[src/rtl/clock_pkg.sv]
// Shared types and defaults for the clock-chain digit counters.
// Every digit instance imports this so repeat timing stays uniform across fields.
package clock_pkg;

    typedef enum logic [1:0] {IDLE, FIRST, RPT} adj_state_t;
    typedef enum logic {UP, DOWN} adj_dir_t;

    localparam int DEF_REPEAT_DELAY  = 8;
    localparam int DEF_REPEAT_PERIOD = 2;

    function automatic int max_int(input int a, input int b);
        return (a > b) ? a : b;
    endfunction

endpackage

[src/rtl/adj_repeat_fsm.sv]
// Hold-to-repeat key handler: turns held adj_up/adj_down levels into step pulses
// (immediate step, then after REPEAT_DELAY, then every REPEAT_PERIOD edges).
module adj_repeat_fsm
    import clock_pkg::*;
#(
    parameter int REPEAT_DELAY  = DEF_REPEAT_DELAY,
    parameter int REPEAT_PERIOD = DEF_REPEAT_PERIOD
) (
    input  logic clk,
    input  logic rst,
    input  logic adj_en,
    input  logic adj_up,
    input  logic adj_down,
    input  logic load,
    output logic step_up,
    output logic step_down
);

    localparam int TW = $clog2(max_int(REPEAT_DELAY, REPEAT_PERIOD) + 1);
    localparam logic [TW-1:0] DELAY_T  = TW'(REPEAT_DELAY);
    localparam logic [TW-1:0] PERIOD_T = TW'(REPEAT_PERIOD);
    localparam logic [TW-1:0] ONE_T    = TW'(1);

    adj_state_t    state, state_n;
    adj_dir_t      dir_q, dir_n, cur_dir;
    logic [TW-1:0] timer, timer_n;
    logic          locked, locked_n;
    logic          dir_valid, step;

    assign dir_valid = adj_en & (adj_up ^ adj_down);
    assign cur_dir   = adj_up ? UP : DOWN;

    always_ff @(posedge clk) begin
        if (rst) begin
            state  <= IDLE;
            dir_q  <= UP;
            timer  <= '0;
            locked <= 1'b0;
        end else begin
            state  <= state_n;
            dir_q  <= dir_n;
            timer  <= timer_n;
            locked <= locked_n;
        end
    end

    // A load while a key is held locks out stepping until that key is released.
    always_comb begin
        state_n  = state;
        dir_n    = dir_q;
        timer_n  = timer;
        locked_n = locked & dir_valid;
        step     = 1'b0;
        if (load) begin
            state_n  = IDLE;
            timer_n  = '0;
            locked_n = dir_valid;
        end else if (!dir_valid) begin
            state_n = IDLE;
            timer_n = '0;
        end else begin
            case (state)
                IDLE: begin
                    if (!locked) begin
                        step    = 1'b1;
                        dir_n   = cur_dir;
                        timer_n = ONE_T;
                        state_n = FIRST;
                    end
                end
                FIRST, RPT: begin
                    if (cur_dir != dir_q) begin
                        state_n = IDLE;
                        timer_n = '0;
                    end else if (timer == ((state == FIRST) ? DELAY_T : PERIOD_T)) begin
                        step    = 1'b1;
                        timer_n = ONE_T;
                        state_n = RPT;
                    end else begin
                        timer_n = timer + ONE_T;
                    end
                end
                default: begin
                    state_n = IDLE;
                    timer_n = '0;
                end
            endcase
        end
    end

    assign step_up   = step & (cur_dir == UP);
    assign step_down = step & (cur_dir == DOWN);

endmodule

[src/rtl/count_adjust_mod.sv]
// Generic modulo digit for the clock chain: counts on carry_in, manual adjust
// with hold-to-repeat, direct load, and one-cycle carry/borrow to the next digit.
module count_adjust_mod
    import clock_pkg::*;
#(
    parameter int MODULUS       = 60,
    parameter int MIN_VAL       = 0,
    parameter int WIDTH         = 6,
    parameter int RESET_VAL     = 0,
    parameter int REPEAT_DELAY  = DEF_REPEAT_DELAY,
    parameter int REPEAT_PERIOD = DEF_REPEAT_PERIOD,
    parameter int ADJ_CARRY     = 0
) (
    input  logic             clk,
    input  logic             rst,
    input  logic             carry_in,
    input  logic             adj_en,
    input  logic             adj_up,
    input  logic             adj_down,
    input  logic             load,
    input  logic [WIDTH-1:0] load_val,
    output logic [WIDTH-1:0] count,
    output logic             carry_out,
    output logic             borrow_out,
    output logic             at_max
);

    localparam logic [WIDTH-1:0] MIN_V   = WIDTH'(MIN_VAL);
    localparam logic [WIDTH-1:0] MAX_V   = WIDTH'(MIN_VAL + MODULUS - 1);
    localparam logic [WIDTH-1:0] RESET_V = WIDTH'(RESET_VAL);
    localparam logic             ADJ_PULSE = (ADJ_CARRY != 0);

    logic             step_up, step_down;
    logic [WIDTH:0]   load_off;
    logic             load_ok;

    function automatic logic [WIDTH-1:0] inc_wrap(input logic [WIDTH-1:0] v);
        return (v == MAX_V) ? MIN_V : v + WIDTH'(1);
    endfunction

    function automatic logic [WIDTH-1:0] dec_wrap(input logic [WIDTH-1:0] v);
        return (v == MIN_V) ? MAX_V : v - WIDTH'(1);
    endfunction

    adj_repeat_fsm #(
        .REPEAT_DELAY  (REPEAT_DELAY),
        .REPEAT_PERIOD (REPEAT_PERIOD)
    ) u_repeat (
        .clk       (clk),
        .rst       (rst),
        .adj_en    (adj_en),
        .adj_up    (adj_up),
        .adj_down  (adj_down),
        .load      (load),
        .step_up   (step_up),
        .step_down (step_down)
    );

    // Offset from MIN_VAL; values below MIN wrap to a huge offset and fail the test.
    assign load_off = {1'b0, load_val} - {1'b0, MIN_V};
    assign load_ok  = load_off < (WIDTH + 1)'(MODULUS);

    always_ff @(posedge clk) begin
        if (rst) begin
            count      <= RESET_V;
            carry_out  <= 1'b0;
            borrow_out <= 1'b0;
        end else begin
            carry_out  <= 1'b0;
            borrow_out <= 1'b0;
            if (load) begin
                if (load_ok) count <= load_val;
            end else if (step_up) begin
                count     <= inc_wrap(count);
                carry_out <= ADJ_PULSE & (count == MAX_V);
            end else if (step_down) begin
                count      <= dec_wrap(count);
                borrow_out <= ADJ_PULSE & (count == MIN_V);
            end else if (carry_in && !adj_en) begin
                count     <= inc_wrap(count);
                carry_out <= (count == MAX_V);
            end
        end
    end

    assign at_max = (count == MAX_V);

endmodule

[config.mk]
export PLATFORM = sky130hd
export DESIGN_NAME = count_adjust_mod
export DESIGN_NICKNAME = d
export VERILOG_FILES = /design/src/rtl/clock_pkg.sv /design/src/rtl/adj_repeat_fsm.sv /design/src/rtl/count_adjust_mod.sv
export SDC_FILE = /design/constraint.sdc
export NUM_CORES = 1
export LEC_CHECK = 0
export ABC_AREA = 1
export CORE_MARGIN = 2
export CORE_UTILIZATION = 25
export CTS_CLUSTER_DIAMETER = 150
export CTS_CLUSTER_SIZE = 10
export DETAILED_ROUTE_END_ITERATION = 10
export SETUP_SLACK_MARGIN = 0.2
export SLEW_MARGIN = 20
export SYNTH_ARGS = -nofsm -noshare
export SYNTH_HDL_FRONTEND = slang
export SYNTH_HIERARCHICAL = 1
export SYNTH_SLANG_ARGS = --single-unit
export TNS_END_PERCENT = 100
[constraint.sdc]
create_clock -name clk -period 2 [get_ports clk]
set_input_delay 0.6 -clock clk [delete_from_list [all_inputs] [get_ports clk]]
set_output_delay 0.6 -clock clk [all_outputs]
set_load 0.01 [all_outputs]
==> impl_metrics.tcl <==
set metrics [dict create \
    outcome "completed" \
    synth_commonest_cells "nand2_1 (47), inv_1 (21), nor2_1 (19)" \
    clock_latency_ps 250 \
    num_io_pins 22 \
    clockBufferDepth 2 \
    synth_area_leader_cell "dfxtp_1" \
    async_reset_ff_share_pct 0 \
    synth_top_area_share_pct 24.0 \
    timing.hold.ws_ps 492 \
    dp_slack_ps -542 \
    grt_pass1_wl_um 5800 \
    die_area_sq_um 5580 \
    grt_max_degree 11 \
    postSynthNetCount 215 \
    syn_inst 194 \
    area_delta_synth_final_pct 47.2 \
    fin_nets 263 \
    clkTransAtPathRegs_ps 70 \
    drt-pass1-iter-count 4 \
    start_util_pct 26.3 \
    core_area_sq_um 4750 \
    worstPathArrival_ps 2110 \
    pwr-share-comb_pct 35.7 \
    numCtsBuffers 3 \
    clockRootBuffer "clkbuf_8" \
    drv_cap 0 \
    clock_sinks 15 \
    yosysMostFrequentCell "nand2_1" \
    grt_pass1_vias 1284 \
    crit_end "count[4]" \
    initialDrtViolationCount 81 \
    worstPathMaxFanout 6 \
    die_w_um 74.7 \
    fin_crit_sh_pct 99.1 \
    io_buffers 20 \
    row_count 25 \
    fin_tns_setup_ps 0 \
    setup_violations 0 \
    routed_wl_um 3530 \
    dpl.hpwl_um 2640 \
    synth_edf_count 0 \
    crit_path_start "u_repeat/state[1]" \
    leakagePower_nw 0.805 \
    ant_nets 0 \
    clock.fmax_ghz 0.505 \
    avgSynthCellArea_sq_um 6.44 \
    cts_tree "built" \
    powerDensity_nw_per_um2 494 \
    track_usage_pct 13.5 \
    antenna_found_initial 0 \
    seqPwrFrac_pct 35.7 \
    crit_path_end_kind "flip-flop" \
    gp_congestion 0.872 \
    synth_ff_type "dfxtp_1" \
    drive_gt1_share_pct 32.4 \
    holdBufCountCts 0 \
    ys_seq_area_share_pct 24.0 \
    synth_warnings 6 \
    clock_power_share_pct 28.6 \
    hp-start "u_repeat/locked" \
    worstSetupPathType "reg2reg" \
    die_h_um 74.7 \
    layout_setup_ws_ps 18.1 \
    finalPower_w 0.000908 \
    swShare_pct 34.5 \
    fin_crit_ps 1980 \
    required_ps 2130 \
    drv_slew 0 \
    nFillCells 533 \
    r2r_end "count[4]" \
    start_kind "flip-flop" \
    overflow 0 \
    remaining_drc_errors 0 \
    ir_drop_mv 0.195 \
    p_sw_w 0.000313 \
    via_per_inst 4.52 \
    r2r_cells 18 \
    rsz0062_at_grt "yes" \
    reg2reg_setup_slack_ps 20 \
    synth_area_leaders "dfxtp_1 (24%), nand2_1 (14%), ha_1 (8.0%)" \
    cts_max_level 1 \
    synth.distinct_cells 30 \
    syn_area_sq_um 1250 \
    final_util_pct 38.7 \
    r2r_start "u_repeat/state[1]" \
    p_int_w 0.000595 \
    vias 1392 \
    wl_per_cell_um 11.5 \
    antennaDiodeCount 0 \
    timing_hold_violations_final 0 \
    fin_worst_skew_ps 5.48 \
    ys_ff_latch 15 \
    min_path_type "reg2reg" \
]
[area by class of cell]
cell class	instances	area, sq um	share of cell area, %
sequential	15	305	16.6
clock buffer	3	41.3	2.25
inverter	28	108	5.85
clock inverter	1	7.51	0.408
timing repair buffer	46	387	21.0
multi-input combinational	148	906	49.3
tap	67	83.8	4.56
[kinds of logic after synthesis]
family | share of synthesized area [%]
other | 0.300
AND/OR/NAND/NOR | 39.3
AO/OA/AOI/OAI | 16.5
buffers and inverters | 10.4
XOR/XNOR | 1.40
adder cells (fa/ha/maj) | 8.02
flip-flops | 24.0
[worst min-delay path by stage]
stage / to / slack [ps] / depth (start not counted)
2_1_floorplan: u_repeat/locked / 450 / 2
3_3_place_gp: u_repeat/locked / 480 / 2
3_5_place_dp: u_repeat/locked / 480 / 2
4_1_cts: u_repeat/locked / 500 / 2
5_1_grt: u_repeat/locked / 520 / 2
6_report: u_repeat/locked / 490 / 2
[worst max-delay path: stages (launching register included)]
cell     delay [ps]
dfxtp_2         330
inv_2            50
ha_4            150
inv_2            40
nand2_1          40
nand2_1          70
nand3_2         110
o21ai_2         150
nand2_2          80
nor2_2          100
inv_2            60
nor2_4          180
inv_2            70
o21ai_2          70
nor2_1           60
nor2_1           90
nand2_1          60
nand2_1         100
a21oi_2          60
[layout by cell type (no fill, tap or decap), types with 2 or more instances in the layout]
cell,n
nor2_1,16
clkdlybuf4s50_1,9
nand2_4,2
buf_2,2
a21oi_1,13
nand3_1,13
o21ai_2,4
nand4_1,5
nor2_4,4
nand3_2,3
nand2_2,3
inv_1,15
o21ai_0,8
buf_6,3
clkbuf_8,3
nand2_1,44
dfxtp_1,13
nor2_2,4
o21bai_1,2
inv_2,12
ha_1,6
dlygate4sd2_1,8
a21oi_2,5
o21ai_1,2
buf_4,23
[sequential cells by signal, summed over array words and instances (netlist names)]
signal and count:
u_repeat/dir_q 1, count 6, u_repeat/locked 1, u_repeat/timer 4, u_repeat/state 2, carry_out 1
[per-layer routing]
layer / up-vias / share of wire (%) / wire length, um / GRT usage, %
met5: - / 0 / 0 / 0
met4: 0 / 0.42 / 15 / 3.17
met3: 2 / 4.1 / 146 / 3.61
met2: 28 / 48 / 1700 / 22.0
met1: 637 / 47 / 1670 / 17.7
li1: 725 / - / - / -
[repair_timing]
item,CTS,global route
gates resized for setup,44,8
buffers inserted,2,2
cloned,0,0
pin swaps,15,7
endpoints found under the setup margin,14,7
[through the flow]
stage / instances / cell area (sq um)
after floorplan: 194 / 1250
after global placement: 300 / 1680
after detailed placement: 300 / 1680
after CTS: 306 / 1800
after global routing: 308 / 1840
final: 308 / 1840
[power by group through the flow]
stage | registers (W) | logic (W) | clock network (W)
floorplan | 0.000342 | 0.000170 | 0
global placement | 0.000330 | 0.000307 | 0
detailed placement | 0.000330 | 0.000306 | 0
CTS | 0.000323 | 0.000313 | 0.000271
global route | 0.000327 | 0.000358 | 0.000282
finish | 0.000324 | 0.000324 | 0.000260
Power figures use the tool's default switching activity.
